### src/rtl/seq_divider_pkg.sv
// Shared types for the sequential restoring divider: FSM states and the
// iteration-counter width helper.
package seq_divider_pkg;

  typedef enum logic [1:0] {
    IDLE,
    CALC,
    FIX
  } state_t;

  function automatic int cnt_width(input int width);
    return $clog2(width + 1);
  endfunction

endpackage

### src/rtl/div_step.sv
// One combinational restoring-division iteration: shift in the next dividend bit,
// trial-subtract the divisor, keep or restore the partial remainder.
module div_step #(
  parameter int WIDTH = 32
) (
  input  logic [WIDTH:0]   i_rem,
  input  logic             i_dvd_msb,
  input  logic [WIDTH-1:0] i_dvs,
  output logic [WIDTH:0]   o_rem,
  output logic             o_qbit
);

  logic [WIDTH+1:0] w_shift;
  logic [WIDTH+1:0] w_diff;

  // One extra bit above the remainder acts as the borrow of the trial subtract.
  assign w_shift = {i_rem, i_dvd_msb};
  assign w_diff  = w_shift - {2'b00, i_dvs};
  assign o_qbit  = ~w_diff[WIDTH+1];
  assign o_rem   = o_qbit ? w_diff[WIDTH:0] : w_shift[WIDTH:0];

endmodule

### src/rtl/seq_divider_param.sv
// Signed/unsigned restoring divider, one quotient bit per cycle; latency WIDTH+1 edges
// (divide-by-zero: 1). Start is only taken while Ready is high; no queueing.
module seq_divider_param
  import seq_divider_pkg::*;
#(
  parameter int WIDTH = 32
) (
  input  logic             i_clk,
  input  logic             i_reset,
  input  logic             i_start,
  input  logic             i_signed,
  input  logic [WIDTH-1:0] i_dividend,
  input  logic [WIDTH-1:0] i_divisor,
  output logic [WIDTH-1:0] o_quotient,
  output logic [WIDTH-1:0] o_remainder,
  output logic             o_ready,
  output logic             o_done,
  output logic             o_div_by_zero
);

  localparam int            CW       = cnt_width(WIDTH);
  localparam logic [CW-1:0] CNT_LOAD = CW'(WIDTH);

  state_t           r_state;
  state_t           w_state_nxt;
  logic             r_neg_q;
  logic             r_neg_r;
  logic             r_div0;
  logic [WIDTH:0]   r_rem;
  logic [WIDTH-1:0] r_dvd;
  logic [WIDTH-1:0] r_dvs;
  logic [CW-1:0]    r_cnt;
  logic [WIDTH-1:0] r_quot;
  logic [WIDTH-1:0] r_remd;
  logic             r_ready;
  logic             r_done;
  logic             r_dbz;

  logic             w_dvd_neg;
  logic             w_dvs_neg;
  logic [WIDTH-1:0] w_dvd_abs;
  logic [WIDTH-1:0] w_dvs_abs;
  logic [WIDTH:0]   w_rem_nxt;
  logic             w_qbit;
  logic [WIDTH-1:0] w_quot_fix;
  logic [WIDTH-1:0] w_rem_src;
  logic [WIDTH-1:0] w_rem_fix;

  assign w_dvd_neg = i_signed & i_dividend[WIDTH-1];
  assign w_dvs_neg = i_signed & i_divisor[WIDTH-1];
  assign w_dvd_abs = w_dvd_neg ? -i_dividend : i_dividend;
  assign w_dvs_abs = w_dvs_neg ? -i_divisor : i_divisor;

  div_step #(
    .WIDTH(WIDTH)
  ) u_step (
    .i_rem    (r_rem),
    .i_dvd_msb(r_dvd[WIDTH-1]),
    .i_dvs    (r_dvs),
    .o_rem    (w_rem_nxt),
    .o_qbit   (w_qbit)
  );

  // On divide-by-zero r_dvd still holds |dividend|; re-applying the dividend sign
  // reproduces the original operand bit-exactly, including the most negative value.
  assign w_quot_fix = r_div0 ? '1 : (r_neg_q ? -r_dvd : r_dvd);
  assign w_rem_src  = r_div0 ? r_dvd : r_rem[WIDTH-1:0];
  assign w_rem_fix  = r_neg_r ? -w_rem_src : w_rem_src;

  always_ff @(posedge i_clk or posedge i_reset) begin
    if (i_reset) begin
      r_state <= IDLE;
    end else begin
      r_state <= w_state_nxt;
    end
  end

  always_comb begin
    w_state_nxt = r_state;
    case (r_state)
      IDLE: begin
        if (i_start) begin
          w_state_nxt = (i_divisor == '0) ? FIX : CALC;
        end
      end
      CALC: begin
        if (r_cnt == CW'(1)) begin
          w_state_nxt = FIX;
        end
      end
      FIX:     w_state_nxt = IDLE;
      default: w_state_nxt = IDLE;
    endcase
  end

  always_ff @(posedge i_clk or posedge i_reset) begin
    if (i_reset) begin
      r_neg_q <= 1'b0;
      r_neg_r <= 1'b0;
      r_div0  <= 1'b0;
      r_rem   <= '0;
      r_dvd   <= '0;
      r_dvs   <= '0;
      r_cnt   <= '0;
      r_quot  <= '0;
      r_remd  <= '0;
      r_ready <= 1'b1;
      r_done  <= 1'b0;
      r_dbz   <= 1'b0;
    end else begin
      r_ready <= (w_state_nxt == IDLE);
      r_done  <= (r_state == FIX);
      case (r_state)
        IDLE: begin
          if (i_start) begin
            r_neg_q <= w_dvd_neg ^ w_dvs_neg;
            r_neg_r <= w_dvd_neg;
            r_div0  <= (i_divisor == '0);
            r_dvd   <= w_dvd_abs;
            r_dvs   <= w_dvs_abs;
            r_rem   <= '0;
            r_cnt   <= CNT_LOAD;
          end
        end
        CALC: begin
          r_rem <= w_rem_nxt;
          r_dvd <= {r_dvd[WIDTH-2:0], w_qbit};
          r_cnt <= r_cnt - CW'(1);
        end
        FIX: begin
          r_quot <= w_quot_fix;
          r_remd <= w_rem_fix;
          r_dbz  <= r_div0;
        end
        default: ;
      endcase
    end
  end

  assign o_quotient    = r_quot;
  assign o_remainder   = r_remd;
  assign o_ready       = r_ready;
  assign o_done        = r_done;
  assign o_div_by_zero = r_dbz;

endmodule
### config.mk
export PLATFORM = sky130hd
export DESIGN_NAME = seq_divider_param
export DESIGN_NICKNAME = d
export VERILOG_FILES = /design/src/rtl/seq_divider_pkg.sv /design/src/rtl/div_step.sv /design/src/rtl/seq_divider_param.sv
export SDC_FILE = /design/constraint.sdc
export NUM_CORES = 1
export LEC_CHECK = 0
export ABC_AREA = 0
export CORE_MARGIN = 4
export CORE_UTILIZATION = 50
export DETAILED_ROUTE_END_ITERATION = 12
export PLACE_DENSITY = 0.72
export SETUP_SLACK_MARGIN = 0.15
export SLEW_MARGIN = 5
export SYNTH_ARGS = -nofsm -noshare
export SYNTH_HDL_FRONTEND = slang
export SYNTH_SLANG_ARGS = --single-unit
### constraint.sdc
create_clock -name i_clk -period 11.7 [get_ports i_clk]
set_clock_uncertainty 0.05 [all_clocks]
set_input_delay 3.51 -clock i_clk [delete_from_list [all_inputs] [get_ports i_clk]]
set_output_delay 3.51 -clock i_clk [all_outputs]
set_load 0.02 [all_outputs]
==> run_results.csv, run 1 <==
group,metric,value,unit
finish,final_common_cell,"o21ai_0",
sta,worstMarginPinSlew,1.01,ns
job,maxCapViolations,0,
critical_path,cp.arrival,6.48,ns
critical_path,cp_slowest_cell,"nor4_2",
cts,ctsResizeCount,0,
sta,rsz0062_at_grt,"no",
placed_design,placed_cell_area,13200,µm²
cts,clock_path_buffers,2,
drt,ant_nets,0,
critical_path,start_kind,"input pin",
floorplan,core_area,22800,µm²
hold_path,holdPathStages,2,
cts,cts.sinks,175,
drt,wire_per_inst,17.6,µm
floorplan,dieHeight,161,µm
synthesis,syn-num-nets,1491,
critical_path,path_buf_inv,1,
synthesis,yosys_most_used_dff,"dfrtp_1",
drt,drc_errors,0,
critical_path,path_delay_family,"simple AND/OR/NAND/NOR gates",
global_route,antenna_found_initial,0,
drt,via_count,10300,
hold_path,worst_hold_path.endpoint,"r_dvs[14]",
cts,clk_pin_slew,0.07,ns
sta,setup_tns,0,ns
cts,numCtsBuffers,17,
synthesis,yosys_register_bits,175,
floorplan,pin_count,135,
synthesis,synthCells,1384,
finish,n_fill_cell,2061,
global_route,grt_pass1_wl,51800,µm
cts,holdBufCountCts,0,
cts,cts_tree,"done",
drt,wirelength,31600,µm
drt,drtIter0Drc,886,
placed_design,dp_hpwl,23700,µm
synthesis,ys_seq_area_frac,0.374,
pwr,p_leak,5.70,nW
sta,min_period,6.22,ns
finish,post-route-cell-area,13800,µm²
critical_path,cp_slowest_stage_delay,0.58,ns
critical_path,r2r-start,"r_rem[9]",
global_route,grt_max_degree,82,
finish,area_growth,18.2,%
finish,seq_area,4380,µm²
status,run_status,"finished clean",
sta,fmax,161,MHz
drt,viasPerCell,5.76,
hold_path,min_path_type,"register to register",
placed_design,io_buffers,134,
critical_path,path_class,"input pin to register",
critical_path,cp-end-kind,"register",
critical_path,reg2reg_to,"r_rem[11]",
floorplan,rows,55,
sta,setup_viol,0,
critical_path,path_cells,"clkdlybuf4s50_1 -> nor4_2 -> and3_1 -> nand3b_1 -> nor2_1 -> nand2_1 -> or4_1 -> o31ai_1 -> xor2_1 -> o21ai_0",
hold_path,min-delay-start,"r_dvs[14]",
synthesis,netlist_area,11700,µm²
placed_design,gp_congestion,0.907,
critical_path,required,11.95,ns
synthesis,async_flop_share,1.00,
finish,final_nets,1572,
sta,maxSlewViolCount,0,
global_route,grt_use_total,0.244,
synthesis,synth.distinct_cells,69,
sta,period_share,0.532,
critical_path,reg2reg_slack,7.86,ns
synthesis,yosys_warnings,0,
critical_path,reg2reg_depth,10,
drt,dr.pass1.iters,5,
floorplan,start_util,0.512,
sta,slew_headroom,0.325,
cts,post_cts_buffers,0,
finish,final_cell_mix,"o21ai_0 (192), nand2_1 (181), dfrtp_1 (173)",
floorplan,die_area,25900,µm²
synthesis,syn_area_per_cell,8.46,µm²
sta,hold_violations,0,
floorplan,dieWidth,161,µm
cts,cts_htree_levels,4,
global_route,first_global_vias,9702,
pwr,peakVddDrop,0.143,mV
synthesis,synth_edf_count,0,
finish,multi_input_area,6810,µm²
global_route,grt_overflow_total,0,
pwr,powerDensity,305,nW/µm²
finish,drive_gt1_frac,0.0480,
critical_path,critPathMaxFanout,5,
finish,diodes,0,
cts,clock_latency,0.44,ns
cts,cts_root_buf,"clkbuf_16",
## sequential cells by signal (all words and copies together), names as in the netlist
signal	count
r_neg_r	1
r_neg_q	1
o_div_by_zero	1
o_done	1
o_quotient	32
r_div0	1
r_state	2
r_dvd	32
r_dvs	32
r_rem	33
o_remainder	32
o_ready	1
r_cnt	6
## cell type report
cell class | count | share of cell area
timing repair buffer | 144 | 0.102
clock buffer | 17 | 0.0308
clock inverter | 15 | 0.0143
inverter | 54 | 0.0150
sequential | 175 | 0.317
multi-input combinational | 1073 | 0.492
tap | 313 | 0.0283
## power breakdown
part	switching (W)	internal, W
clock	0.000276	0.000327
sequential	0.000371	0.000859
combinational	0.00135	0.00102
total	0.00200	0.00221
## worst register-to-register path: cells and delay by family, from the launching register on
family,cells,cell delay [ns]
AO/OA/AOI/OAI,5,1.56
AND/OR/NAND/NOR,4,1.27
flip-flops,1,0.47
adder cells (fa/ha/maj),1,0.41
## cell families after synthesis
family | count (synthesis) | synth area share
adders and majority gates | 39 | 0.0423
DFF | 175 | 0.374
AOI/OAI and AO/OA | 423 | 0.214
xor gates and xnor gates | 148 | 0.111
muxes | 49 | 0.0423
buffers and inverters | 136 | 0.0453
and+or+nand+nor | 414 | 0.171
## per-stage QoR
step	setup WS [ns]	hold WS (ns)	cells	total power (W)	util
6_report	5.48	0.428	1791	0.00421	0.605
3_3_place_gp	5.19	0.409	1759	0.00352	0.578
3_5_place_dp	5.04	0.417	1759	0.00358	0.578
5_1_grt	5.27	0.454	1791	0.00455	0.605
4_1_cts	5.49	0.435	1791	0.00419	0.605
2_1_floorplan	3.40	0.400	1384	0.00289	-
## Yosys cell counts (4+ instances only)
library cell	instances	area (µm²)
buf_2	13	65.1
a21oi_1	98	490
nand4_1	9	56.3
o41ai_1	11	96.3
ha_1	38	475
nand3_1	14	70.1
a32oi_1	11	96.3
or3_1	8	50.1
nand3b_1	7	52.6
and3_1	5	31.3
nor2_1	76	285
nor2b_1	24	150
mux2_2	4	45.0
a21o_1	13	97.6
a211oi_1	8	60.1
mux2i_1	45	450
clkbuf_1	66	248
a22oi_1	29	218
dfrtp_1	174	4350
inv_1	54	203
or4_1	5	37.5
o21ai_0	193	966
a31oi_1	7	43.8
o211ai_1	11	82.6
nor3b_1	8	60.1
nor4_1	11	68.8
nor3_1	24	120
o31ai_1	15	113
xor2_1	67	587
nand2_1	181	679
nand2b_1	14	87.6
and2_1	6	37.5
xnor2_1	81	709
## routing by layer
metal	vias to the layer above	track usage	part of all wire
met2	370	0.376	0.45
li1	5046	-	-
met3	37	0.0378	0.070
met4	0	0.0721	0.021
met1	4863	0.357	0.46
met5	-	0	0
## worst max path at each step
stage	from	to	slack [ns]	cells past startpoint
after CTS	i_divisor[2]	r_dvs[29]	5.49	10
after global routing	i_divisor[2]	r_dvs[29]	5.27	10
after floorplan	i_reset	o_div_by_zero	3.40	1
after global placement	i_divisor[2]	r_dvs[28]	5.19	9
final	i_divisor[2]	r_dvs[29]	5.48	10
after detailed placement	i_divisor[2]	r_dvs[29]	5.04	10
(Power assumes the default switching activity.)
==> run 2, diff against run 1 <==
clock period = 5.9 ns   (was 11.7 ns; I/O delays follow)
==> run 2 against run 1 <==
Against the previous run:
- global-route usage fell by 0.37 points
- count of clock-buffer cells in the layout did not move
- via count barely moved
==> run_results.csv, run 2 (synthesis results as in run 1) <==
group,metric,value,unit
job,maxCapViolations,0,
sta,fmax,228,MHz
finish,diodes,0,
sta,fin_ws,1.51,ns
cts,cts.sinks,175,
finish,n_fill_cell,2112,
sta,min_period,4.39,ns
finish,area_growth,18.0,%
pwr,peakVddDrop,0.255,mV
cts,clock_path_buffers,2,
critical_path,start_kind,"input pin",
pwr,p_leak,5.69,nW
floorplan,die_area,25900,µm²
finish,largest_reg_flops,33,
hold_path,min-delay-start,"o_quotient[31]",
critical_path,path_cells,"clkdlybuf4s50_1 -> nor4_2 -> and3_1 -> nand3b_1 -> nor2_1 -> nand2_1 -> or4_1 -> o31ai_1 -> xor2_1 -> o21ai_0",
cts,cts_htree_levels,4,
sta,worstMarginPinSlew,1.07,ns
pwr,powerDensity,599,nW/µm²
hold_path,holdPathStages,2,
sta,hold_violations,0,
critical_path,crit_path_start,"i_divisor[2]",
finish,post-route-cell-area,13800,µm²
floorplan,start_util,0.512,
global_route,grt_pass1_wl,50800,µm
floorplan,rows,55,
floorplan,dieHeight,161,µm
floorplan,pin_count,135,
critical_path,required,6.15,ns
finish,drive_gt1_frac,0.0474,
drt,via_count,10300,
cts,ctsResizeCount,0,
critical_path,path_class,"input pin to register",
drt,wirelength,31500,µm
drt,drtIter0Drc,1015,
finish,final_common_cell,"o21ai_0",
sta,setup_viol,0,
critical_path,cp.arrival,4.64,ns
critical_path,r2r-start,"r_dvd[31]",
cts,cts_tree,"done",
drt,wire_per_inst,17.6,µm
sta,rsz0062_at_grt,"no",
placed_design,gp_congestion,0.895,
critical_path,cp_slowest_stage_delay,0.57,ns
global_route,grt_use_total,0.240,
finish,largest-register,"r_rem",
placed_design,placed_cell_area,13200,µm²
cts,post_cts_buffers,0,
drt,drc_errors,0,
global_route,grt_max_degree,79,
sta,period_share,0.744,
finish,final_nets,1571,
pwr,power.total,0.00828,W
finish,fin_cells,1790,
global_route,grt_overflow_total,0,
hold_path,min_path_type,"register to register",
cts,clk_pin_slew,0.07,ns
placed_design,pre_cts_ws,1.06,ns
sta,maxSlewViolCount,0,
placed_design,dp_hpwl,23800,µm
global_route,first_global_vias,9609,
critical_path,critPathMaxFanout,5,
drt,viasPerCell,5.76,
critical_path,cp_slowest_cell,"nor4_2",
floorplan,dieWidth,161,µm
cts,clock_latency,0.45,ns
drt,ant_nets,0,
finish,final_cell_mix,"o21ai_0 (192), nand2_1 (181), dfrtp_1 (173)",
drt,dr.pass1.iters,6,
floorplan,core_area,22800,µm²
sta,setup_tns,0,ns
placed_design,io_buffers,134,
placed_design,dp.cells,1758,
cts,numCtsBuffers,17,
status,run_status,"finished clean",
critical_path,cp-end-kind,"register",
sta,slew_headroom,0.287,
global_route,antenna_found_initial,0,
critical_path,reg2reg_depth,11,
cts,holdBufCountCts,0,
cts,cts_root_buf,"clkbuf_16",
[run 2: power by group]
part           switching [W]  internal (W)
Clock               0.000566      0.000573
Combinational        0.00265       0.00203
Sequential          0.000757       0.00170
Total                0.00397       0.00431
[run 2: worst max-delay path, delay by kind of cell]
kind	cells	cell delay, ns
AOI/OAI and AO/OA	2	0.36
xor gates and xnor gates	1	0.16
buffers and inverters	1	0.51
and+or+nand+nor	6	1.83
[run 2: area by class of cell]
type / count / area [µm²] / area share
multi-input combinational: 1073 / 6810 / 0.493
clock inverter: 15 / 164 / 0.0119
sequential: 175 / 4380 / 0.317
inverter: 54 / 206 / 0.0149
tap: 313 / 392 / 0.0283
clock buffer: 17 / 425 / 0.0308
timing repair buffer: 143 / 1430 / 0.104
[run 2: path summary, 6_finish.rpt]
path | endpoint | slack, ns
max in group asynchronous | r_div0 | 3.08
hold reg to reg | o_quotient[31] | 0.42
min in group asynchronous | o_remainder[9] | 1.80
hold / removal | o_quotient[31] | 0.42
setup reg to reg | r_rem[0] | 2.08
setup / recovery | r_dvs[29] | 1.51
[run 2: layer usage]
layer | GRT usage | part of all wire | up-vias
met5 | 0 | 0 | -
met2 | 0.370 | 0.44 | 377
li1 | - | - | 5066
met4 | 0.0671 | 0.021 | 0
met3 | 0.0424 | 0.074 | 48
met1 | 0.350 | 0.46 | 4820
[run 2: per-stage QoR]
step                 util  hold WS, ns
finish              0.605        0.424
CTS                 0.605        0.432
global route        0.605        0.454
floorplan               -        0.400
detailed placement  0.579        0.413
global placement    0.579        0.409
